[config.mk]
export PLATFORM = sky130hd
export DESIGN_NAME = wm_loader_flat
export DESIGN_NICKNAME = d
export VERILOG_FILES = /design/src/rtl/wm_loader_if.sv /design/src/rtl/wm_loader.sv /design/src/flat_wrapper.sv
export SDC_FILE = /design/constraint.sdc
export NUM_CORES = 1
export LEC_CHECK = 0
export BUFFER_PORTS_ARGS = -buffer_cell sky130_fd_sc_hd__buf_2
export CELL_PAD_IN_SITES_DETAIL_PLACEMENT = 0
export CELL_PAD_IN_SITES_GLOBAL_PLACEMENT = 2
export CORE_MARGIN = 3
export CORE_UTILIZATION = 29
export CTS_BUF_LIST = sky130_fd_sc_hd__clkbuf_4 sky130_fd_sc_hd__clkbuf_8
export DETAILED_ROUTE_END_ITERATION = 6
export GPL_TIMING_DRIVEN = 0
export PLACE_DENSITY = 0.76
export SLEW_MARGIN = 10
export SYNTH_ARGS = -nofsm -noshare
export SYNTH_HDL_FRONTEND = slang
export SYNTH_SLANG_ARGS = --single-unit
[constraint.sdc]
create_clock -name clk -period 1.75 [get_ports clk]
set_input_delay 0.175 -clock clk [delete_from_list [all_inputs] [get_ports clk]]
set_output_delay 0.175 -clock clk [all_outputs]
set_load 0.1 [all_outputs]
[src/rtl/wm_loader_if.sv]
// rtl/wm_loader_if.sv - host weight stream and unit weight-memory write bus
//
// Groups the host-side valid/ready word stream and the write port broadcast to
// the convolution-unit weight memories.
//   host_data / host_valid / host_ready : host -> loader word stream
//   riscv_data                         : write data, broadcast to all units
//   wm_enable_write                    : one-hot write strobe, bit u = unit u
//   wm_address                         : write address shared by all units
// Modports: master = host/unit-array side, slave = loader side.
interface wm_loader_if #(
    parameter int DATA_WIDTH      = 32,
    parameter int NUMBER_OF_UNITS = 3,
    parameter int ADDRESS_SIZE_WM = 12
);
    logic [DATA_WIDTH-1:0]      host_data;
    logic                       host_valid;
    logic                       host_ready;
    logic [DATA_WIDTH-1:0]      riscv_data;
    logic [NUMBER_OF_UNITS-1:0] wm_enable_write;
    logic [ADDRESS_SIZE_WM-1:0] wm_address;

    modport master (
        output host_data,
        output host_valid,
        input  host_ready,
        input  riscv_data,
        input  wm_enable_write,
        input  wm_address
    );

    modport slave (
        input  host_data,
        input  host_valid,
        output host_ready,
        output riscv_data,
        output wm_enable_write,
        output wm_address
    );
endinterface

[src/rtl/wm_loader.sv]
// rtl/wm_loader.sv - weight-memory loader for the convolution-unit array
//
// Takes a filter-major stream of weights from the host and writes filter f into
// unit (f mod NUMBER_OF_UNITS), slot (f / NUMBER_OF_UNITS) of the weight memory.
// A handshake in cycle N produces the registered write strobe, address and data
// in cycle N+1.
//
// Ports:
//   clk       : clock, rising edge
//   reset     : asynchronous active-low reset
//   start     : one-cycle request to begin a full load, honoured only in IDLE
//   bus       : wm_loader_if.slave (host stream in, weight-memory write port out)
//   busy      : high while in LOAD
//   done      : one-cycle pulse coincident with the final write strobe
//   checksum  : XOR of all words of the last/current load
//
// Optional feature macro: WM_LOADER_CHECKSUM_EN (checksum register). When it is
// not defined, checksum is tied to zero.
module wm_loader #(
    parameter int DATA_WIDTH        = 32,
    parameter int IFM_DEPTH         = 15,
    parameter int KERNAL_SIZE       = 5,
    parameter int NUMBER_OF_FILTERS = 30,
    parameter int NUMBER_OF_UNITS   = 3,
    parameter int FILTER_WORDS      = KERNAL_SIZE * KERNAL_SIZE * IFM_DEPTH,
    parameter int CEIL_FILTERS      = (NUMBER_OF_FILTERS + NUMBER_OF_UNITS - 1) / NUMBER_OF_UNITS,
    parameter int ADDRESS_SIZE_WM   = $clog2(FILTER_WORDS * CEIL_FILTERS)
) (
    input  logic                  clk,
    input  logic                  reset,
    input  logic                  start,
    wm_loader_if.slave            bus,
    output logic                  busy,
    output logic                  done,
    output logic [DATA_WIDTH-1:0] checksum
);

    localparam int WORD_W = (FILTER_WORDS > 1) ? $clog2(FILTER_WORDS) : 1;
    localparam int UNIT_W = (NUMBER_OF_UNITS > 1) ? $clog2(NUMBER_OF_UNITS) : 1;
    localparam int SLOT_W = (CEIL_FILTERS > 1) ? $clog2(CEIL_FILTERS) : 1;

    localparam logic [WORD_W-1:0]          WORD_MAX  = WORD_W'(FILTER_WORDS - 1);
    localparam logic [UNIT_W-1:0]          UNIT_MAX  = UNIT_W'(NUMBER_OF_UNITS - 1);
    // Owner of the very last filter; with an uneven split this is not the top unit.
    localparam logic [UNIT_W-1:0]          LAST_UNIT = UNIT_W'((NUMBER_OF_FILTERS - 1) % NUMBER_OF_UNITS);
    localparam logic [SLOT_W-1:0]          LAST_SLOT = SLOT_W'((NUMBER_OF_FILTERS - 1) / NUMBER_OF_UNITS);
    localparam logic [ADDRESS_SIZE_WM-1:0] FW_ADDR   = ADDRESS_SIZE_WM'(FILTER_WORDS);
    localparam logic [ADDRESS_SIZE_WM-1:0] ADDR_ONE  = ADDRESS_SIZE_WM'(1);
    localparam logic [NUMBER_OF_UNITS-1:0] UNIT0_HOT = NUMBER_OF_UNITS'(1);

    typedef enum logic [1:0] {
        S_IDLE  = 2'd0,
        S_LOAD  = 2'd1,
        S_FLUSH = 2'd2
    } state_t;

    state_t                     state;
    logic [WORD_W-1:0]          word_idx;
    logic [UNIT_W-1:0]          unit_idx;
    logic [SLOT_W-1:0]          slot_idx;
    // run_addr always equals slot_idx*FILTER_WORDS + word_idx; slot_base holds
    // slot_idx*FILTER_WORDS so a unit change can rewind without a multiplier.
    logic [ADDRESS_SIZE_WM-1:0] run_addr;
    logic [ADDRESS_SIZE_WM-1:0] slot_base;

    logic handshake;
    logic last_word;

    assign handshake = (state == S_LOAD) && bus.host_valid && bus.host_ready;
    assign last_word = (slot_idx == LAST_SLOT) && (unit_idx == LAST_UNIT) && (word_idx == WORD_MAX);

    always_ff @(posedge clk or negedge reset) begin
        if (!reset) begin
            state               <= S_IDLE;
            word_idx            <= '0;
            unit_idx            <= '0;
            slot_idx            <= '0;
            run_addr            <= '0;
            slot_base           <= '0;
            bus.host_ready      <= 1'b0;
            bus.riscv_data      <= '0;
            bus.wm_enable_write <= '0;
            bus.wm_address      <= '0;
            busy                <= 1'b0;
            done                <= 1'b0;
        end else begin
            // Strobe and done are single-cycle pulses unless re-armed below.
            bus.wm_enable_write <= '0;
            done                <= 1'b0;
            case (state)
                S_IDLE: begin
                    if (start) begin
                        state          <= S_LOAD;
                        word_idx       <= '0;
                        unit_idx       <= '0;
                        slot_idx       <= '0;
                        run_addr       <= '0;
                        slot_base      <= '0;
                        bus.host_ready <= 1'b1;
                        busy           <= 1'b1;
                    end
                end

                S_LOAD: begin
                    if (handshake) begin
                        bus.wm_enable_write <= UNIT0_HOT << unit_idx;
                        bus.wm_address      <= run_addr;
                        bus.riscv_data      <= bus.host_data;
                        if (last_word) begin
                            // Final strobe, done and busy fall all land in FLUSH.
                            state          <= S_FLUSH;
                            bus.host_ready <= 1'b0;
                            busy           <= 1'b0;
                            done           <= 1'b1;
                        end else if (word_idx == WORD_MAX) begin
                            word_idx <= '0;
                            if (unit_idx == UNIT_MAX) begin
                                // Next slot starts right after the current filter.
                                unit_idx  <= '0;
                                slot_idx  <= slot_idx + SLOT_W'(1);
                                slot_base <= slot_base + FW_ADDR;
                                run_addr  <= run_addr + ADDR_ONE;
                            end else begin
                                unit_idx <= unit_idx + UNIT_W'(1);
                                run_addr <= slot_base;
                            end
                        end else begin
                            word_idx <= word_idx + WORD_W'(1);
                            run_addr <= run_addr + ADDR_ONE;
                        end
                    end
                end

                S_FLUSH: begin
                    state <= S_IDLE;
                end

                default: begin
                    state          <= S_IDLE;
                    bus.host_ready <= 1'b0;
                    busy           <= 1'b0;
                end
            endcase
        end
    end

`ifdef WM_LOADER_CHECKSUM_EN
    logic [DATA_WIDTH-1:0] checksum_q;

    // Holds after done until the next accepted start or reset.
    always_ff @(posedge clk or negedge reset) begin
        if (!reset) begin
            checksum_q <= '0;
        end else if ((state == S_IDLE) && start) begin
            checksum_q <= '0;
        end else if (handshake) begin
            checksum_q <= checksum_q ^ bus.host_data;
        end
    end

    assign checksum = checksum_q;
`else
    assign checksum = '0;
`endif

endmodule

[src/flat_wrapper.sv]
// flat-port wrapper written by rule: the top's interface ports become plain ports
module wm_loader_flat 
#(
    parameter int DATA_WIDTH        = 32,
    parameter int IFM_DEPTH         = 15,
    parameter int KERNAL_SIZE       = 5,
    parameter int NUMBER_OF_FILTERS = 30,
    parameter int NUMBER_OF_UNITS   = 3,
    parameter int FILTER_WORDS      = KERNAL_SIZE * KERNAL_SIZE * IFM_DEPTH,
    parameter int CEIL_FILTERS      = (NUMBER_OF_FILTERS + NUMBER_OF_UNITS - 1) / NUMBER_OF_UNITS,
    parameter int ADDRESS_SIZE_WM   = $clog2(FILTER_WORDS * CEIL_FILTERS)
)
  (clk, reset, start, busy, done, checksum, bus_host_data, bus_host_valid, bus_host_ready, bus_riscv_data, bus_wm_enable_write, bus_wm_address);
  wm_loader_if #(.DATA_WIDTH(DATA_WIDTH), .NUMBER_OF_UNITS(NUMBER_OF_UNITS), .ADDRESS_SIZE_WM(ADDRESS_SIZE_WM)) bus_i ();
  input  logic clk;
  input  logic reset;
  input  logic start;
  output logic busy;
  output logic done;
  output logic [DATA_WIDTH-1:0] checksum;
  input wire logic [$bits(bus_i.host_data)-1:0] bus_host_data;
  input wire logic [$bits(bus_i.host_valid)-1:0] bus_host_valid;
  output wire logic [$bits(bus_i.host_ready)-1:0] bus_host_ready;
  output wire logic [$bits(bus_i.riscv_data)-1:0] bus_riscv_data;
  output wire logic [$bits(bus_i.wm_enable_write)-1:0] bus_wm_enable_write;
  output wire logic [$bits(bus_i.wm_address)-1:0] bus_wm_address;
  assign bus_i.host_data = bus_host_data;
  assign bus_i.host_valid = bus_host_valid;
  assign bus_host_ready = bus_i.host_ready;
  assign bus_riscv_data = bus_i.riscv_data;
  assign bus_wm_enable_write = bus_i.wm_enable_write;
  assign bus_wm_address = bus_i.wm_address;
  wm_loader #(.DATA_WIDTH(DATA_WIDTH), .IFM_DEPTH(IFM_DEPTH), .KERNAL_SIZE(KERNAL_SIZE), .NUMBER_OF_FILTERS(NUMBER_OF_FILTERS), .NUMBER_OF_UNITS(NUMBER_OF_UNITS), .FILTER_WORDS(FILTER_WORDS), .CEIL_FILTERS(CEIL_FILTERS), .ADDRESS_SIZE_WM(ADDRESS_SIZE_WM)) u_core (.clk(clk), .reset(reset), .start(start), .bus(bus_i), .busy(busy), .done(done), .checksum(checksum));
endmodule
==> impl_metrics.yaml <==
worst_setup_path:
  cp-startpoint: "u_core.state[1]"
  critPathArrivalTime_ps: 2130
  worst-path-max-fanout: 5
  required_ps: 2050
  worst_reg2reg_startpoint: "u_core.state[1]"
  worst-setup-path-type: "register to register"
  crit_path_end_kind: "register"
  setup.worst_path.start_class: "register"
finish:
  final_cell_count_no_fill: 863
  finish.utilization_pct: 41.45
  area_growth_pct: 38.39
  drive_above_1_share_pct: 32.25
  fillers: 1500
  antenna-diode-count: 0
  fin_nets: 717
clock_network:
  clock_latency_ps: 360
  cts_tree: "built"
  clk_pin_slew_worst_paths_ps: 90
  clkSinkCount: 90
  clock_tree.buffer_depth: 2
  cts_made_buffers: 9
  cts_root_buf: "sky130_fd_sc_hd__clkbuf_8"
  cts_htree_levels: 3
power:
  seq_power_share_pct: 42.6
  powerDensity_nw_per_um2: 968.8
  switching_fraction_of_total_power_pct: 42.77
  clockPowerShare_pct: 24.4
  p_leak_uw: 0.003037
  design_internal_power_uw: 3379
  p_switching_uw: 2524
  combPwrFrac_pct: 33.0
  max-vdd-ir-drop_mv: 0.4183
place:
  place.detailed.instances: 798
  gpl.final_weighted_congestion: 0.7712
  port-buffer-count: 85
  place_hpwl_um: 8291
global_routing:
  grt_remaining_overflow: 0
  antenna_found_initial: 0
  groute.usage.overall_pct: 14.21
  grt_first_pass_wirelength_um: 19220
  grt_pass1_vias: 3851
  grt_max_degree: 53
sta:
  slew_headroom_pct: 52.08
  final_hold_viol_count: 0
  max_freq_mhz: 545.1
  tightest_slew_ps: 718.8
  fin_crit_sh_pct: 104.8
  unrepaired_setup_endpoints_after_global_routing: "yes"
  post-route-worst-setup-slack_ps: -84.50
  final.setup_skew_ps: 10.20
  slew_viol_final: 0
  period_minus_slack_ps: 1834
  finalSetupViolations: 17
floorplan:
  floorplan.rows: 44
  dieHeight_um: 129.2
  pin_count: 118
  starting_density_pct: 29.95
  floorplan.die_area_um2: 16700
  die-width_um: 129.2
  core_region_area_um2: 14700
logic_synthesis:
  async_reset_ff_share_pct: 100.0
  synth-edff-count: 0
  yosysWarningCount: 0
  synth.top_cell.area_share_pct: 51.15
  synth_area_leaders: "sky130_fd_sc_hd__dfrtp_1 51%, sky130_fd_sc_hd__nand2_1 13%, sky130_fd_sc_hd__buf_4 5.8%, sky130_fd_sc_hd__o21ai_0 5.5%, sky130_fd_sc_hd__nor2_1 2.1%"
  cell_with_the_most_instances_after_synthesis: "sky130_fd_sc_hd__nand2_1"
  synth.cells.most_frequent: "151 x sky130_fd_sc_hd__nand2_1, 90 x sky130_fd_sc_hd__dfrtp_1, 48 x sky130_fd_sc_hd__o21ai_0, 34 x sky130_fd_sc_hd__buf_4, 25 x sky130_fd_sc_hd__nor2_1"
  synth.lib_cells_used.distinct: 49
  synth_ff_type: "sky130_fd_sc_hd__dfrtp_1"
  synthesis.instances: 497
  cell_area_after_synthesis_um2: 4403
  synth_area_leader_cell: "sky130_fd_sc_hd__dfrtp_1"
  synth.yosys.seq_area_share_pct: 51.15
  flip_flop_and_latch_count_after_synthesis: 90
  synthesis.area_per_instance_um2: 8.859
route:
  initialDrtViolationCount: 205
  avgViaCountPerCell: 4.577
  drc: 0
  detailroute.via_count: 3950
  route.detailed.wl_per_inst_um: 13.73
  drtPass1Iterations: 4
  routed_wirelength_um: 11850
  ant_nets: 0
min_path:
  hold_start: "bus_host_data[28]"
  hold_path_class: "input port to register"
outcome:
  run_status: "complete, but fails checks"
  violated_checks: "setup timing"
job:
  drv_cap: 0
[per-stage QoR]
step / hold WS (ps) / instance area (um^2) / total power [uW] / TNS [ps] / worst slack, ps
after floorplan: -120.6 / 4546 / 4004 / -1250 / -132.7
after global placement: 365.9 / 5201 / 4339 / -53250 / -721.7
after detailed placement: 283.8 / 5224 / 4366 / -18250 / -471.5
after CTS: 0.7251 / 5933 / 5938 / -300.3 / -64.28
after global routing: 18.59 / 6093 / 6197 / -3795 / -186.9
final: 16.34 / 6093 / 5903 / -545.4 / -84.50
[cell type report]
cell class                 instances  area [um^2]  area share [%]
clock inverter                     6        67.56           1.109
sequential                        90         2263           37.15
buffer                            52        375.4           6.160
timing repair buffer             138        937.1           15.38
tap                              184        230.2           3.778
multi-input combinational        376         2066           33.90
inverter                           8        30.03          0.4928
clock buffer                       9        123.9           2.033
[what timing repair did]
action | CTS | global route
hold buffers | 27 | 0
setup buffers | 18 | 7
pin swaps | 12 | 4
endpoints found under the setup margin | 79 | 66
gates resized for setup | 37 | 46
hold endpoints to repair | 77 | 0
gates cloned | 0 | 0
[state kept, by name, summed over array words and instances (netlist names)]
name	cells
u_core.slot_base	12
u_core.word_idx	9
u_core.run_addr	12
u_core.bus.riscv_data	32
u_core.done	1
u_core.bus.wm_enable_write	3
u_core.bus.host_ready	1
u_core.slot_idx	4
u_core.state	2
u_core.bus.wm_address	12
u_core.unit_idx	2
[cells in the final DEF (no fill, tap or decap), drive strengths merged, types with 3 or more instances in the layout]
cell type    instances
nand4               10
nor3                 7
clkbuf              21
or2                  3
nor3b                4
dfrtp               90
a21oi               18
nand2b               3
a31oi                6
conb                32
nor2                25
nor2b                5
xor2                 3
nand2              151
buf                151
and3                 7
or3                  6
nor4b                3
dlygate4sd3         27
inv                  9
nand3                7
nor4                 4
o21ai               49
ha                   6
o31ai                3
[path summary, 6_finish.rpt]
check / endpoint / slack (ps) / cells after the start
hold reg to reg: u_core.bus.riscv_data[26] / 470 / 2
hold / removal: u_core.bus.riscv_data[28] / 20 / 3
setup reg to reg: u_core.slot_idx[3] / -80 / 7
min in group asynchronous: u_core.bus.riscv_data[21] / 390 / 2
max in group asynchronous: u_core.run_addr[3] / 680 / 3
setup / recovery: u_core.slot_idx[3] / -80 / 7
[critical path, cell delays in order, from the launching register on]
cell	delay, ps
sky130_fd_sc_hd__dfrtp_2	460
sky130_fd_sc_hd__and4b_1	320
sky130_fd_sc_hd__buf_6	120
sky130_fd_sc_hd__o32a_4	190
sky130_fd_sc_hd__nand3_4	100
sky130_fd_sc_hd__buf_6	140
sky130_fd_sc_hd__or3_4	320
sky130_fd_sc_hd__a21oi_2	130
[cell families after synthesis]
| group | share of synthesized area (%) |
|---|---|
| compound gates | 12.16 |
| simple gates | 25.46 |
| fa+ha+maj | 1.705 |
| mux | 0.4831 |
| other cells | 0.08517 |
| buf+inv | 8.355 |
| xor+xnor | 0.5969 |
| flops | 51.15 |
[power by group through the flow]
stage	Clock (uW)	Sequential, uW	Combinational [uW]
after floorplan	0	3330	676
after global placement	0	2540	1800
after detailed placement	0	2550	1810
after CTS	1500	2510	1930
after global routing	1570	2560	2070
final	1440	2520	1950
[metal layers]
layer	vias up	track usage, %	part of all wire (%)
met4	0	4.262	1.0
met2	111	23.35	46
met5	-	0	0
met1	1858	19.16	48
li1	1972	-	-
met3	9	2.597	5.4
Power figures use the tool's default switching activity.
